## src/rtl/div_unit_pkg.sv

```systemverilog
// Shared state encoding and handshake constants for the
// multi-cycle divider.
package div_unit_pkg;

  localparam int DIV_DATA_W = 32;

  typedef enum logic [1:0] {
    DIV_FREE   = 2'b00,
    DIV_BYZERO = 2'b01,
    DIV_ON     = 2'b10,
    DIV_END    = 2'b11
  } div_state_e;

  localparam logic DIV_READY     = 1'b1;
  localparam logic DIV_NOT_READY = 1'b0;
  localparam logic DIV_START     = 1'b1;
  localparam logic DIV_STOP      = 1'b0;

endpackage

```

## src/rtl/div_sub_step.sv

```systemverilog
// One restoring-division trial subtract on the shifted
// partial remainder; borrow means "keep the old remainder".
module div_sub_step #(
  parameter int DATA_W = 32
) (
  input  logic [DATA_W:0]   i_a,
  input  logic [DATA_W:0]   i_b,
  output logic [DATA_W-1:0] o_diff,
  output logic              o_borrow
);

  logic [DATA_W:0] w_full;

  // a < 2*b always holds, so the top difference bit is
  // set exactly when the subtraction would go negative.
  assign w_full   = i_a - i_b;
  assign o_diff   = w_full[DATA_W-1:0];
  assign o_borrow = w_full[DATA_W];

endmodule

```

## src/rtl/div_unit.sv

```systemverilog
// Multi-cycle signed/unsigned restoring divider for DIV/DIVU.
// Returns {remainder, quotient} DATA_W cycles after acceptance.
import div_unit_pkg::*;

module div_unit #(
  parameter int DATA_W = DIV_DATA_W
) (
  input  logic                clk,
  input  logic                rst,
  input  logic                signed_div_i,
  input  logic [DATA_W-1:0]   opdata1_i,
  input  logic [DATA_W-1:0]   opdata2_i,
  input  logic                start_i,
  input  logic                annul_i,
  output logic [2*DATA_W-1:0] result_o,
  output logic                ready_o
);

  localparam int CNT_W = $clog2(DATA_W);

  div_state_e r_state;
  div_state_e w_state_n;

  logic [CNT_W-1:0]    r_cnt;
  logic [2*DATA_W-1:0] r_div;
  logic [2*DATA_W-1:0] w_step;
  logic [2*DATA_W-1:0] r_result;
  logic [DATA_W-1:0]   r_op2;
  logic                r_neg_q;
  logic                r_neg_r;
  logic                r_ready;

  logic [DATA_W-1:0] w_abs1;
  logic [DATA_W-1:0] w_abs2;
  logic [DATA_W-1:0] w_diff;
  logic [DATA_W-1:0] w_quo;
  logic [DATA_W-1:0] w_rem;
  logic              w_borrow;
  logic              w_last;
  logic              w_s1;
  logic              w_s2;

  assign w_s1 = signed_div_i & opdata1_i[DATA_W-1];
  assign w_s2 = signed_div_i & opdata2_i[DATA_W-1];

  assign w_abs1 = w_s1 ? -opdata1_i : opdata1_i;
  assign w_abs2 = w_s2 ? -opdata2_i : opdata2_i;

  assign w_last = (r_cnt == CNT_W'(DATA_W-1));

  div_sub_step #(
    .DATA_W (DATA_W)
  ) u_sub (
    .i_a      (r_div[2*DATA_W-1:DATA_W-1]),
    .i_b      ({1'b0, r_op2}),
    .o_diff   (w_diff),
    .o_borrow (w_borrow)
  );

  // Upper half is the partial remainder, lower half
  // shifts in quotient bits from the right.
  assign w_step = w_borrow
    ? {r_div[2*DATA_W-2:0], 1'b0}
    : {w_diff, r_div[DATA_W-2:0], 1'b1};

  assign w_quo = r_neg_q ? -w_step[DATA_W-1:0]
                         : w_step[DATA_W-1:0];
  assign w_rem = r_neg_r ? -w_step[2*DATA_W-1:DATA_W]
                         : w_step[2*DATA_W-1:DATA_W];

  always_ff @(posedge clk or negedge rst) begin
    if (!rst) r_state <= DIV_FREE;
    else      r_state <= w_state_n;
  end

  always_comb begin
    w_state_n = r_state;
    unique case (r_state)
      DIV_FREE: begin
        if (start_i == DIV_START && !annul_i) begin
          if (opdata2_i == '0) w_state_n = DIV_BYZERO;
          else                 w_state_n = DIV_ON;
        end
      end
      DIV_BYZERO: begin
        if (annul_i) w_state_n = DIV_FREE;
        else         w_state_n = DIV_END;
      end
      DIV_ON: begin
        if (annul_i)     w_state_n = DIV_FREE;
        else if (w_last) w_state_n = DIV_END;
      end
      DIV_END: begin
        if (annul_i || start_i == DIV_STOP)
          w_state_n = DIV_FREE;
      end
    endcase
  end

  always_ff @(posedge clk or negedge rst) begin
    if (!rst) begin
      r_cnt    <= '0;
      r_div    <= '0;
      r_op2    <= '0;
      r_neg_q  <= 1'b0;
      r_neg_r  <= 1'b0;
      r_ready  <= DIV_NOT_READY;
      r_result <= '0;
    end else begin
      if (w_state_n == DIV_FREE) begin
        r_ready  <= DIV_NOT_READY;
        r_result <= '0;
      end else if (r_state == DIV_ON &&
                   w_state_n == DIV_END) begin
        r_ready  <= DIV_READY;
        r_result <= {w_rem, w_quo};
      end else if (r_state == DIV_BYZERO &&
                   w_state_n == DIV_END) begin
        r_ready  <= DIV_READY;
        r_result <= '0;
      end

      if (r_state == DIV_FREE && w_state_n == DIV_ON) begin
        r_div   <= {{DATA_W{1'b0}}, w_abs1};
        r_op2   <= w_abs2;
        r_cnt   <= '0;
        r_neg_q <= w_s1 ^ w_s2;
        r_neg_r <= w_s1;
      end else if (r_state == DIV_ON &&
                   w_state_n != DIV_FREE) begin
        r_div <= w_step;
        r_cnt <= r_cnt + 1'b1;
      end
    end
  end

  assign ready_o  = r_ready;
  assign result_o = r_result;

endmodule
```

## config.mk

```make
export PLATFORM = sky130hd
export DESIGN_NAME = div_unit
export DESIGN_NICKNAME = d
export VERILOG_FILES = /design/src/rtl/div_unit_pkg.sv /design/src/rtl/div_sub_step.sv /design/src/rtl/div_unit.sv
export SDC_FILE = /design/constraint.sdc
export NUM_CORES = 1
export LEC_CHECK = 0
export ABC_AREA = 1
export BUFFER_PORTS_ARGS = -buffer_cell sky130_fd_sc_hd__buf_2
export CAP_MARGIN = 15
export CORE_MARGIN = 2
export CORE_UTILIZATION = 39
export DETAILED_ROUTE_END_ITERATION = 6
export PLACE_DENSITY = 0.63
export REMOVE_ABC_BUFFERS = 1
export SYNTH_ARGS = -nofsm -noshare
export SYNTH_HDL_FRONTEND = slang
export SYNTH_SLANG_ARGS = --single-unit
```

## constraint.sdc

```tcl
create_clock -name clk -period 4 [get_ports clk]
set_input_delay 0.6 -clock clk [delete_from_list [all_inputs] [get_ports clk]]
set_output_delay 0.6 -clock clk [all_outputs]
set_load 0.005 [all_outputs]
```

==> results of run 1 <==
-- power groups by stage --
stage / sequential, uW / combinational, uW / clock (uW)
floorplan: 2550 / 6050 / 0
global placement: 2610 / 8530 / 0
detailed placement: 2630 / 8600 / 0
CTS: 2590 / 8650 / 1680
global route: 2670 / 9940 / 1750
finish: 2610 / 8830 / 1660
-- cell usage in the layout, fill, tap and decap left out, types with 34 or more instances in the layout --
cell type and instances:
nand2_1 605, inv_1 257, dfrtp_1 170, o21ai_0 165
nor2_1 162, buf_2 132, nand3_1 96, a21oi_1 61
xor2_1 51, buf_4 39, nor3_1 34, ha_1 34
-- through the flow --
step / setup slack [ns] / TNS (ns) / util
floorplan: -1.43 / -104.09 / -
global placement: 0.0964 / 0 / 0.435
detailed placement: 0.0729 / 0 / 0.435
CTS: 0.00130 / 0 / 0.452
global route: -0.0725 / -0.222 / 0.456
finish: 0.226 / 0 / 0.456
-- metal layers --
| metal | up-vias | global-route usage | share of wire |
|---|---|---|---|
| li1 | 6483 | - | - |
| met1 | 6064 | 0.325 | 0.46 |
| met2 | 362 | 0.401 | 0.46 |
| met3 | 67 | 0.0348 | 0.048 |
| met4 | 0 | 0.0863 | 0.033 |
| met5 | - | 0 | 0 |
-- final cells by class --
class                   instances  area share
clock buffers                  20      0.0316
clock inverters                12     0.00686
inverters                     270      0.0686
multi-input cells            1442       0.498
flip-flops and latches        170       0.288
well taps                     442      0.0375
repair buffers                175      0.0694
-- worst max-delay path by stage --
stage | start | depth (start not counted) | to
finish | r_div[53] | 22 | result_o[28]
CTS | r_div[31] | 27 | result_o[28]
floorplan | opdata2_i[1] | 14 | r_div[10]
global route | r_div[31] | 27 | result_o[28]
detailed placement | r_div[31] | 27 | result_o[28]
global placement | r_div[31] | 27 | result_o[28]
-- registers in the layout, indices dropped and copies added, names as in the netlist --
name / cells
r_div: 64
result_o: 64
r_op2: 32
r_cnt: 5
r_state: 2
r_neg_q: 1
r_neg_r: 1
ready_o: 1
-- logic make-up after synthesis --
family / Yosys count
compound gates: 319
xor+xnor: 77
fa+ha+maj: 39
buf+inv: 327
flops: 170
mux: 1
simple gates: 1006
-- what timing repair did --
item / 4_1_cts / 5_1_grt
endpoints found under the setup margin: 0 / 16
resized for setup: 0 / 27
buffers inserted: 0 / 4
==> metrics.txt, run 1 <==
status complete, no violations; Synth cell types 55; fraction of layout cells with a size suffix above 1 0.141; GR Overflow Total 0; Clock Path Buffers 2; Placed Area 14100 um^2; Worst-Margin Slew 0.941 ns; row count 66; Yosys reg bits 170; Die Y 185 um; Mapped Avg Cell Area 6.59 um^2; multi-input combinational cell area 7350 um^2; ant diodes 0; delay-heaviest family, CP simple AND/OR/NAND/NOR gates; critical path type flip-flop to flip-flop; register area share after synthesis 0.333; TritonRoute pass-1 iters 6; num ports 134; Placed Cells 2495; filler instances 3458; Sink Count 170; Gate power share 0.674; Post-synth EDFFs 0; Post-DP HPWL 31.0 mm; Die X 185 um; P per Cell Area 887 nW/um^2; WL per Instance 16.0 um; # DRC 0; adder-cell share of the synthesized area 0.0388; initial antenna violation count 0; R2R Setup Slk 0.23 ns; Slowest-stage cell, CP dfrtp_1; FF/Latch Area 4250 um^2; Clock transition at path regs 0.08 ns; RSZ-0062 raised after global routing true; maximum vdd ir drop 0.483 mV; GPL Wtd Cong 0.982; post-route non-filler standard cell count 2531; mux cell area share after synthesis 0.000783; nets 2184; detailed router's first-iteration violation count 976; max_cap viols 0; Startpoint Class flip-flop; post-route clock skew 0.0185 ns; clock share of power 0.126; vias in the first global route 12400; most frequent cell after synthesis nand2_1; area share of and/or/nand/nor cells after synthesis 0.336; Starting Density 0.395; Num CTS Buffers 17; post-route cell area 14800 um^2; CTS HTree Levels 4; part of the cycle the worst path needs 0.943; worst hold margin 0.260 ns; input/output buffers 133; Post-CTS Hold Fix Bufs 0; most frequent CP cell a21oi_2; worst path arrival time 4.15 ns; r2r worst-path depth 22; core box area 32400 um^2; vias per cell 5.13; relative slew slack 0.372; P_sw 7280 uW; CP endpoint kind flip-flop; post-route antenna net violation count 0; vias 13000; Max stage delay on crit path 0.41 ns; Total Routing Usage GR 0.243; CTS tree done; first-pass GRT wire length 64.9 mm; cell taking the most area after synthesis dfrtp_1; reg2reg start r_div[53]; crit path time final 3.77 ns; Hold Violations, Final 0; Worst-Skew Late Latency 0.44 ns; Yosys top cell area share 0.333; largest family of logic cells by synthesized area simple AND/OR/NAND/NOR gates; CTS root buf clkbuf_16; Total Wirelength 40.5 mm; worst path bufs/invs 1; Internal Power 5820 uW; Compound-Gate Fraction of Synth Area 0.138; P_leak 0.00774 uW; Post-synth top flop dfrtp_1; sequential share of power 0.199; Syn Inst Count 1939; final setup violation count 0; Layout area overhead 15.6%; crit-path max FO 5; Worst Hold Class primary input to asynchronous set/reset pin; largest net degree at the start of global routing 95; CP cell instances ha_1 -> nand2_2 -> inv_2 -> a21oi_2 -> nand2_1 -> a21oi_4 -> nand3_2 -> nand2_4 -> ha_2 -> nand3_2 -> nor3_4 -> nand2_2 -> nor3_4 -> nand4_1 -> nor2_2 -> nor2_1 -> a21oi_2 -> o21ai_2 -> a21o_1 -> a21oi_2 -> o21ai_1 -> nand2_1; XOR/XNOR share of the synthesized area 0.0528; Power, Total 13100 uW; Async SR Flop Fraction 1.00; die footprint 34200 um^2; Synth Cell Area 12800 um^2; CP Data Required Time 4.38 ns; Yosys warning total 0; final count of pins violating max slew 0; ranking of synthesized cells by area dfrtp_1, nand2_1, inv_1; reg-to-reg critical path endpoint result_o[28]; Max Clk Rate 265 MHz; commonest cells in the netlist nand2_1, inv_1, dfrtp_1, o21ai_0, nor2_1; switching share of total power 0.556
No activity file was read; power rests on OpenSTA's default activity.
==> run 2, diff against run 1 <==
ABC_AREA = 0   (was 1)
==> metrics.txt, run 2 <==
input/output buffers 133; CP endpoint kind flip-flop; cell taking the most area after synthesis dfrtp_1; post-route antenna net violation count 0; CP Data Required Time 4.28 ns; Num CTS Buffers 17; Placed Cells 2063; Hold Violations, Final 0; Total Wirelength 36.4 mm; final count of pins violating max slew 0; Post-CTS Hold Fix Bufs 0; post-route non-filler standard cell count 2102; Syn Inst Count 1506; TritonRoute pass-1 iters 7; Die X 180 um; commonest cells after routing, fill and taps aside nand2_1, dfrtp_1, o21ai_0, buf_2, buf_4; Max Clk Rate 252 MHz; die footprint 32500 um^2; P per Cell Area 704 nW/um^2; Post-synth EDFFs 0; part of the cycle the worst path needs 0.991; leading cell type in the layout, fill and taps excluded nand2_1; ranking of synthesized cells by area dfrtp_1, nand2_1, o21ai_0; Slowest-stage cell, CP or4_4; GPL Wtd Cong 0.980; delay-heaviest family, CP compound AO/OA/AOI/OAI gates; Max stage delay on crit path 0.56 ns; final setup violation count 0; vias per cell 5.58; largest net degree at the start of global routing 88; Die Y 180 um; critical path type flip-flop to flip-flop; Worst Hold Class primary input to asynchronous set/reset pin; Power, Total 10300 uW; maximum vdd ir drop 0.423 mV; crit path time final 3.97 ns; status complete, no violations; WL per Instance 17.3 um; register area share after synthesis 0.351; Mapped Avg Cell Area 8.05 um^2; Placed Area 13800 um^2; detailed router's first-iteration violation count 1096; relative slew slack 0.275; Yosys top cell area share 0.351; fraction of layout cells with a size suffix above 1 0.212; core box area 30600 um^2; Synth cell types 94; Total Routing Usage GR 0.220; worst hold margin 0.232 ns; Layout area overhead 21.0%; crit-path max FO 8; Async SR Flop Fraction 1.00; Worst-Skew Late Latency 0.43 ns; commonest cells in the netlist nand2_1, dfrtp_1, o21ai_0, nor2_1, a21oi_1; CTS tree done; GR Overflow Total 0; vias in the first global route 11000; Synth Cell Area 12100 um^2; post-route cell area 14700 um^2; Sink Count 170; initial antenna violation count 1; M2 GR Usage 0.355; CTS HTree Levels 4; row count 64; grt met1 use 0.313; Yosys reg bits 170; post-route clock skew 0.0150 ns; met3 Usage GRT 0.0317; Clock Path Buffers 2; filler instances 3076; Clock transition at path regs 0.07 ns; CP cell instances inv_2 -> ha_4 -> inv_1 -> fa_2 -> a211oi_2 -> o211ai_1 -> nand3_2 -> a21oi_4 -> o21a_2 -> nor2_4 -> buf_8 -> mux2_4 -> or4_4 -> o41ai_4 -> xnor2_1 -> o21ai_1; ant diodes 0; first-pass GRT wire length 58.5 mm; Post-DP HPWL 27.3 mm; vias 11700; num ports 134; most frequent cell after synthesis nand2_1; max_cap viols 0; CTS root buf clkbuf_16; most used routing layer met2; Startpoint Class flip-flop; # DRC 0; nets 1801; P_leak 0.00666 uW; Yosys warning total 0; R2R Setup Slk 0.03 ns; worst path bufs/invs 3; Starting Density 0.396; worst path arrival time 4.25 ns; Worst-Margin Slew 1.08 ns; Post-synth top flop dfrtp_1
## run 2: final timing paths
path | from | cells after the start | end
worst max-delay path | r_div[31] | 16 | result_o[63]
worst min-delay path | rst | 1 | r_div[12]
worst max register to register | r_div[31] | 16 | result_o[63]
worst min register to register | result_o[5] | 2 | result_o[5]
max in group asynchronous | rst | 2 | r_div[53]
min in group clk | opdata2_i[1] | 3 | r_op2[1]
## run 2: kinds of logic (layout without fill, tap and decap cells)
logic type               Yosys count  count (layout)  synth area share
AO/OA/AOI/OAI                    447             447             0.229
XOR/XNOR                         139             139             0.100
adder cells (fa/ha/maj)           39              39            0.0409
buffers and inverters            137             337            0.0480
flip-flops                       170             170             0.351
multiplexers                      26              26            0.0226
AND/OR/NAND/NOR                  548             548             0.209
## run 2: worst register-to-register path, stage by stage (launching register included)
cell	delay (ns)
dfrtp_1	0.40
inv_2	0.08
ha_4	0.13
inv_1	0.04
fa_2	0.35
a211oi_2	0.29
o211ai_1	0.26
nand3_2	0.17
a21oi_4	0.09
o21a_2	0.25
nor2_4	0.14
buf_8	0.16
mux2_4	0.31
or4_4	0.56
o41ai_4	0.36
xnor2_1	0.16
o21ai_1	0.07
## run 2: report_power, final
| group | leakage, uW | switching (uW) | internal [uW] |
|---|---|---|---|
| clock network | 0.000279 | 775 | 892 |
| logic | 0.00416 | 3580 | 2800 |
| registers | 0.00222 | 324 | 1970 |
## run 2: per-stage QoR
stage	util	worst slack, ns	TNS [ns]
finish	0.480	0.0349	0
global route	0.480	-0.107	-0.392
CTS	0.471	0.00313	0
detailed placement	0.452	-0.00262	-0.00262
global placement	0.452	0.0556	0
floorplan	-	-2.56	-139.79
## run 2: metal layers
layer	routed length, um	part of all wire	up-vias
met5	0	0	-
met4	524	0.014	0
met3	2210	0.061	44
met2	16500	0.45	393
met1	17100	0.47	5545
li1	-	-	5745
## run 2: timing repair
action	4_1_cts	5_1_grt
cloned	0	0
pin swaps	1	22
gates resized for setup	2	50
endpoints found under the setup margin	6	27
buffers inserted	0	7
## run 2: final cells by class
| type | instances | area [um^2] | area share |
|---|---|---|---|
| clock buffers | 19 | 443 | 0.0302 |
| multi-input cells | 1199 | 7500 | 0.511 |
| repair buffers | 250 | 1640 | 0.112 |
| flip-flops and latches | 170 | 4260 | 0.290 |
| well taps | 396 | 495 | 0.0338 |
| clock inverters | 13 | 130 | 0.00887 |
| inverters | 55 | 211 | 0.0144 |
==> run 3, diff against run 2 <==
GPL_TIMING_DRIVEN = 0   (was not set)
==> metrics.txt, run 3 (synthesized netlist as in run 2, its figures left out) <==
Sink Count 170; nets 1736; Total Routing Usage GR 0.219; Post-DP HPWL 25.7 mm; max_cap viols 0; CP Data Required Time 4.32 ns; post-route antenna net violation count 0; r2r worst-path depth 17; Num CTS Buffers 17; Worst-Margin Slew 1.14 ns; P_leak 0.00642 uW; Total Wirelength 36.7 mm; leading cell type in the layout, fill and taps excluded nand2_1; worst hold margin 0.204 ns; die footprint 32500 um^2; Gate power share 0.609; GR Overflow Total 0; pre-CTS setup slack -1.52 ns; RSZ-0062 raised after global routing true; CTS tree done; row count 64; post-route clock skew 0.0145 ns; Slowest-stage cell, CP dfrtp_2; P per Cell Area 713 nW/um^2; final setup violation count 0; input/output buffers 133; crit-path max FO 20; initial antenna violation count 0; first-pass GRT wire length 58.5 mm; # DRC 0; detailed router's first-iteration violation count 954; P_sw 4930 uW; CP Depth 17; commonest cells after routing, fill and taps aside nand2_1, o21ai_0, dfrtp_1, buf_2, nor2_1; setup TNS 0 ns; Max stage delay on crit path 0.46 ns; crit path time final 3.97 ns; vias in the first global route 11000; Startpoint Class flip-flop; Hold Violations, Final 0; switching share of total power 0.470; Post-CTS Hold Fix Bufs 0; num ports 134; delay-heaviest family, CP compound AO/OA/AOI/OAI gates; vias 11600; Layout area overhead 21.2%; Power, Total 10500 uW; CTS HTree Levels 4; WL per Instance 18.0 um; Internal Power 5550 uW; Setup WS post-layout 0.0304 ns; ant diodes 0; Worst Hold Class primary input to asynchronous set/reset pin; relative slew slack 0.239; CP endpoint kind flip-flop; largest net degree at the start of global routing 106; final count of pins violating max slew 0; TritonRoute pass-1 iters 6; GPL Wtd Cong 0.889; sequential share of power 0.224; Clock transition at path regs 0.08 ns; vias per cell 5.71; Clock Path Buffers 2; Die X 180 um; fraction of layout cells with a size suffix above 1 0.211; Die Y 180 um; CTS root buf clkbuf_16; worst path arrival time 4.29 ns; Worst-Skew Late Latency 0.45 ns; status complete, no violations; maximum vdd ir drop 0.488 mV; part of the cycle the worst path needs 0.992; filler instances 2981; Starting Density 0.396; critical path type flip-flop to flip-flop; core box area 30600 um^2; Max Clk Rate 252 MHz; clock share of power 0.167; worst path bufs/invs 3; CP cell instances ha_4 -> a21oi_2 -> o21ai_2 -> a211o_1 -> a211o_4 -> o21a_4 -> nor2_4 -> buf_12 -> clkinv_16 -> mux2i_4 -> ha_4 -> o21ai_2 -> nor3b_4 -> buf_6 -> a21oi_1 -> xor2_1 -> o21ai_1
run 3: cell count changes in the layout (fill, tap and decap cells not counted), sizes merged:
cell / change
buf: -68
clkinvlp: +1
inv: +2
bufbuf: +1
clkbuf: -1
run 3: worst paths after layout:
kind | from | end | slack (ns)
worst max-delay path | r_div[52] | result_o[50] | 0.03
worst min-delay path | rst | result_o[13] | 0.20
worst max register to register | r_div[52] | result_o[50] | 0.03
worst min register to register | result_o[23] | result_o[23] | 0.48
max in group asynchronous | rst | r_div[52] | 2.95
min in group clk | opdata2_i[1] | r_op2[1] | 0.45
run 3: power groups by stage:
stage	sequential [uW]	combinational [uW]	clock [uW]
after CTS	2320	5780	1770
after global placement	2330	4910	0
after global routing	2380	6910	1840
after detailed placement	2340	5020	0
after floorplan	2220	3790	0
final	2350	6380	1750
run 3: cell type report:
type | count | area, um^2 | area share
multi-input cells | 1199 | 7850 | 0.534
flip-flops and latches | 170 | 4270 | 0.290
repair buffers | 184 | 1230 | 0.0839
well taps | 396 | 495 | 0.0337
clock buffers | 17 | 425 | 0.0289
inverters | 55 | 235 | 0.0160
clock inverters | 15 | 179 | 0.0122
repair inverters | 1 | 8.76 | 0.000596
run 3: routing by layer:
metal,GRT usage,share of wire,up-vias
met4,0.0642,0.019,0
met5,0,0,-
li1,-,-,5606
met1,0.307,0.46,5552
met2,0.355,0.46,408
met3,0.0287,0.058,56
run 3: through the flow:
step,area [um^2],util,std cells
6_report,14700,0.480,2037
5_1_grt,14700,0.480,2037
4_1_cts,14300,0.466,2021
3_5_place_dp,13200,0.431,1968
3_3_place_gp,12900,0.422,1953
2_1_floorplan,11800,-,1424
run 3: repair_timing:
action                                  4_1_cts  5_1_grt
endpoints found under the setup margin       64       51
pin swaps                                    16       28
buffers inserted                             19       16
gates resized for setup                      61       66
gates cloned                                  2        1
